$ cat src/rtl/instr_fetch.sv
// Fetch stage of the 16-bit RISC pipeline.
// Owns the PC, presents it to a zero-latency instruction ROM and registers the
// returned word into the IF/ID pipeline register. Supports hazard stalls,
// branch/jump redirect with flush of the wrong-path word, and a HALT state
// entered when the PC runs past the end of the ROM.
module instr_fetch #(
    parameter int                PC_W      = 16,
    parameter logic [PC_W-1:0]   RESET_PC  = '0,
    parameter int                ROM_DEPTH = 16
) (
    input  logic            clk,
    input  logic            rst,
    output logic [PC_W-1:0] imem_pc,
    input  logic [15:0]     imem_instr,
    input  logic            stall,
    input  logic            redirect,
    input  logic [PC_W-1:0] redirect_pc,
    output logic [15:0]     ifid_instr,
    output logic [PC_W-1:0] ifid_pc1,
    output logic            ifid_valid,
    output logic            halted,
    output logic [15:0]     fetch_cnt
);

    typedef enum logic {
        S_RUN  = 1'b0,
        S_HALT = 1'b1
    } state_t;

    // One bit wider than the PC so a ROM that fills the whole address space
    // (ROM_DEPTH = 2**PC_W) is representable and never flags out-of-range.
    localparam logic [PC_W:0] ROM_LIMIT = (PC_W+1)'(ROM_DEPTH);

    state_t          state_q,      state_d;
    logic [PC_W-1:0] pc_q,         pc_d;
    logic [15:0]     ifid_instr_q, ifid_instr_d;
    logic [PC_W-1:0] ifid_pc1_q,   ifid_pc1_d;
    logic            ifid_valid_q, ifid_valid_d;
    logic [15:0]     fetch_cnt_q,  fetch_cnt_d;

    logic [PC_W-1:0] pc_plus1;
    logic            out_of_range;

    assign pc_plus1     = pc_q + PC_W'(1);
    assign out_of_range = ({1'b0, pc_q} >= ROM_LIMIT);

    // State and datapath registers; reset takes effect immediately.
    // NOTE: sequential state uses non-blocking assignments so every flop
    // samples the pre-edge values regardless of statement order.
    always_ff @(posedge clk or posedge rst) begin
        if (rst) begin
            state_q      <= S_RUN;
            pc_q         <= RESET_PC;
            ifid_instr_q <= '0;
            ifid_pc1_q   <= '0;
            ifid_valid_q <= 1'b0;
            fetch_cnt_q  <= '0;
        end else begin
            state_q      <= state_d;
            pc_q         <= pc_d;
            ifid_instr_q <= ifid_instr_d;
            ifid_pc1_q   <= ifid_pc1_d;
            ifid_valid_q <= ifid_valid_d;
            fetch_cnt_q  <= fetch_cnt_d;
        end
    end

    // Next state: redirect always resumes RUN; running off the ROM halts.
    always_comb begin
        // NOTE: default-first assignment keeps every comb output driven on
        // all paths, so no latch is inferred.
        state_d = state_q;
        if (redirect) begin
            state_d = S_RUN;
        end else if ((state_q == S_RUN) && !stall && out_of_range) begin
            state_d = S_HALT;
        end
    end

    // State-derived outputs.
    always_comb begin
        halted = (state_q == S_HALT);
    end

    // PC, IF/ID and counter update; priority redirect > stall > range > fetch.
    always_comb begin
        pc_d         = pc_q;
        ifid_instr_d = ifid_instr_q;
        ifid_pc1_d   = ifid_pc1_q;
        ifid_valid_d = ifid_valid_q;
        fetch_cnt_d  = fetch_cnt_q;

        if (redirect) begin
            // Flush the wrong-path word that is being fetched this cycle.
            pc_d         = redirect_pc;
            ifid_instr_d = '0;
            ifid_pc1_d   = '0;
            ifid_valid_d = 1'b0;
        end else if (stall && (state_q == S_RUN)) begin
            // Hold everything; defaults already do that.
        end else if ((state_q == S_HALT) || out_of_range) begin
            // Halted (stall irrelevant) or about to halt: emit bubbles.
            ifid_instr_d = '0;
            ifid_pc1_d   = '0;
            ifid_valid_d = 1'b0;
        end else begin
            ifid_instr_d = imem_instr;
            ifid_pc1_d   = pc_plus1;
            ifid_valid_d = 1'b1;
            pc_d         = pc_plus1;
            if (fetch_cnt_q != 16'hFFFF) begin
                fetch_cnt_d = fetch_cnt_q + 16'd1;
            end
        end
    end

    assign imem_pc    = pc_q;
    assign ifid_instr = ifid_instr_q;
    assign ifid_pc1   = ifid_pc1_q;
    assign ifid_valid = ifid_valid_q;
    assign fetch_cnt  = fetch_cnt_q;

endmodule

$ cat config.mk
export PLATFORM = sky130hd
export DESIGN_NAME = instr_fetch
export DESIGN_NICKNAME = d
export VERILOG_FILES = /design/src/rtl/instr_fetch.sv
export SDC_FILE = /design/constraint.sdc
export NUM_CORES = 1
export LEC_CHECK = 0
export CORE_ASPECT_RATIO = 1.2
export CORE_MARGIN = 5
export CORE_UTILIZATION = 48
export DETAILED_ROUTE_END_ITERATION = 7
export PLACE_DENSITY = 0.92
export RECOVER_POWER = 25
export SLEW_MARGIN = 20
export SYNTH_ARGS = -nofsm -noshare
export SYNTH_HDL_FRONTEND = slang
export SYNTH_SLANG_ARGS = --single-unit
export TNS_END_PERCENT = 50
$ cat constraint.sdc
create_clock -name clk -period 4.9 [get_ports clk]
set_input_delay 0.98 -clock clk [delete_from_list [all_inputs] [get_ports clk]]
set_output_delay 0.98 -clock clk [all_outputs]
set_load 0.05 [all_outputs]
==> flow_metrics.tcl <==
set metrics [dict create \
    fin_ws_ps 1880 \
    required_ps 5110 \
    nets 357 \
    end_kind "flip-flop" \
    diodes 0 \
    cts_tree "done" \
    r2r_start "imem_pc[4]" \
    clock_path_buffers 2 \
    critPathLaunchType "input port" \
    cts-root-buf "clkbuf_8" \
    grt.total_usage 0.197 \
    grt_pass1_wl_um 11400 \
    htreeDepth 3 \
    ys_warn_count 0 \
    fmax_mhz 331 \
    r2r_cells 5 \
    min_from "ifid_valid" \
    post_drt_wl_per_cell_um 17.2 \
    powerDensity_nw_per_um2 280 \
    fin_crit_sh 0.616 \
    rsz0062_at_grt "no" \
    cpPeakStageDelay_ps 850 \
    antenna_found_initial 0 \
    drt_iter0_drc 117 \
    yosysUniqueCellTypes 37 \
    wl_um 6670 \
    port_buffers 101 \
    clkTransAtPathRegs_ps 70 \
    syn_inst 213 \
    cts_sinks 66 \
    finalHoldViolCount 0 \
    fin_worst_skew_ps 5.50 \
    crit_chain "dlygate4sd3_1, clkbuf_1, nor3_1, buf_4, a22o_1" \
    start_util 0.492 \
    die_h_um 93.2 \
    n_fill_cell 403 \
    critical_path_class "input port to flip-flop" \
    syn_area_per_cell_um2 13.0 \
    hold_class "flip-flop to flip-flop" \
    grt_max_degree 37 \
    fin_setup_tns_ps 0 \
    dieArea_um2 7400 \
    drc 0 \
    max_cap_viol_count 0 \
    grt_pass1_vias 2281 \
    ys_async_sr_fraction 1.00 \
    cts_made_buffers 9 \
    clock_latency_ps 330 \
    synth_ff_type "dfrtp_1" \
    setup_violations 0 \
    worst_pin_slew_ps 1320 \
    cts_hold_buf 0 \
    rrSetupSlack_ps 2710 \
    syn2layout_area_growth_pct 43.8 \
    drtAntennaViolNets 0 \
    pre_cts_slack_ps 1950 \
    r2r_end "ifid_instr[4]" \
    firstDrtPassIters 4 \
    outcome "finished clean" \
    placement_rows 30 \
    post_cts_buffers 0 \
    cp_max_fo 27 \
    place_hpwl_um 4900 \
    vias 2087 \
    p_leak_nw 1.79 \
    core_um2 5630 \
    slowest_stage "clkbuf_1" \
    cts_resized 0 \
    die_w_um 79.4 \
    fin_crit_ps 3020 \
    slew_violations 0 \
    seqCellArea_um2 1650 \
    viasPerCell 5.39 \
    synth-seq-area-share 0.596 \
    synth_edf_count 0 \
    globalplace.congestion 0.741 \
    multiInputGateArea_um2 1040 \
    drive_gt1_frac 0.111 \
    vdd_drop_max_mv 0.167 \
    pin_count 102 \
    hold_depth 1 \
    synthesis.area_um2 2770 \
    max_slew_margin 0.121 \
    hold-path-endpoint "ifid_valid" \
    synth_seq_cells 66 \
    gr-total-overflow 0 \
    cp_data_arrival_time_ps 3230 \
    synth_fp_nets 252 \
]
synth_stat cells (all sizes together) (3+ instances only):
| cell type | n | area, um^2 |
|---|---|---|
| dfrtp | 66 | 1650 |
| a22o | 29 | 254 |
| xnor2 | 14 | 138 |
| and2 | 13 | 82.6 |
| nand3 | 10 | 65.1 |
| nand4 | 10 | 98.8 |
| nand2 | 7 | 26.3 |
| nor2 | 7 | 26.3 |
| clkbuf | 6 | 32.5 |
| a21oi | 5 | 25.0 |
| and3 | 5 | 31.3 |
| buf | 5 | 37.5 |
| mux2 | 5 | 56.3 |
| nor3 | 5 | 30.0 |
| o21ai | 5 | 25.0 |
| inv | 4 | 15.0 |
| nor4 | 4 | 52.6 |
| ha | 3 | 37.5 |
| xor2 | 3 | 26.3 |
worst max path at each step:
stage,from,endpoint,slack (ps)
after floorplan,rst,fetch_cnt[0],2270
after global placement,redirect,ifid_instr[12],2060
after detailed placement,redirect,ifid_instr[4],1950
after CTS,fetch_cnt[4],fetch_cnt[4],2200
after global routing,redirect,ifid_pc1[1],1710
final,redirect,ifid_instr[4],1880
power by group:
part	leakage (nW)	internal [W]	total, W	switching (W)
clock network	0.0872	0.000195	0.000385	0.000190
logic	0.815	0.0000638	0.000154	0.0000903
registers	0.884	0.000558	0.000575	0.0000166
total	1.79	0.000818	0.00111	0.000297
cells by family after synthesis:
logic type	count (synthesis)	share of synthesized area
flops	66	0.596
simple gates	64	0.159
compound gates	42	0.118
xor+xnor	17	0.0592
buf+inv	15	0.0307
mux	6	0.0239
fa+ha+maj	3	0.0136
sequential cells by signal, summed over array words and instances, names as in the netlist:
signal      count
fetch_cnt      16
imem_pc        16
ifid_instr     16
halted          1
ifid_pc1       16
ifid_valid      1
cells in the final DEF, fill, tap and decap left out, types with 2 or more instances in the layout:
cell             synthesis  final
xnor2_2                  2      2
nor4_2                   2      2
inv_1                    4      4
nor2_1                   7      6
nand4_4                  2      2
nand4_1                  7      7
mux2_2                   5      5
buf_4                    0      3
xor2_1                   3      3
and3_1                   5      5
nand3_2                  3      3
xnor2_1                 12     12
clkbuf_1                 5      4
nor3_1                   4      5
o21ai_0                  5      5
ha_1                     3      3
clkbuf_8                 1     10
nand2_1                  7      7
nand3_1                  7      7
clkinv_2                 0      3
dlygate4sd3_1            0      2
and2_1                  11     11
a22o_1                  29     29
clkdlybuf4s50_1          0     99
dfrtp_1                 66     66
a21oi_1                  5      5
per-stage QoR:
step / total power (W) / hold WS, ps / cell area (um^2) / cells / util
5_1_grt: 0.00116 / 508 / 3980 / 387 / 0.708
3_3_place_gp: 0.000736 / 461 / 3830 / 371 / 0.680
2_1_floorplan: 0.000670 / 798 / 2770 / 213 / -
3_5_place_dp: 0.000740 / 472 / 3830 / 371 / 0.680
6_report: 0.00111 / 482 / 3980 / 387 / 0.708
4_1_cts: 0.00113 / 489 / 3990 / 387 / 0.709
critical path, delay by kind of cell:
family	cells	cell delay (ps)
buffers and inverters	3	1690
AND/OR/NAND/NOR	1	350
AO/OA/AOI/OAI	1	210
final cells by class:
type / count / share of cell area
Multi-Input combinational cell: 132 / 0.260
Tap cell: 64 / 0.0201
Clock buffer: 13 / 0.0374
Sequential cell: 66 / 0.415
Inverter: 4 / 0.00377
Timing Repair Buffer: 105 / 0.260
Clock inverter: 3 / 0.00377
layer usage:
metal / part of all wire / global-route usage / wire length [um] / up-vias
li1: - / - / - / 985
met1: 0.41 / 0.243 / 2720 / 1019
met2: 0.51 / 0.327 / 3370 / 74
met3: 0.074 / 0.0588 / 492 / 9
met4: 0.012 / 0.0731 / 82 / 0
met5: 0 / 0 / 0 / -
Power figures use the tool's default switching activity.
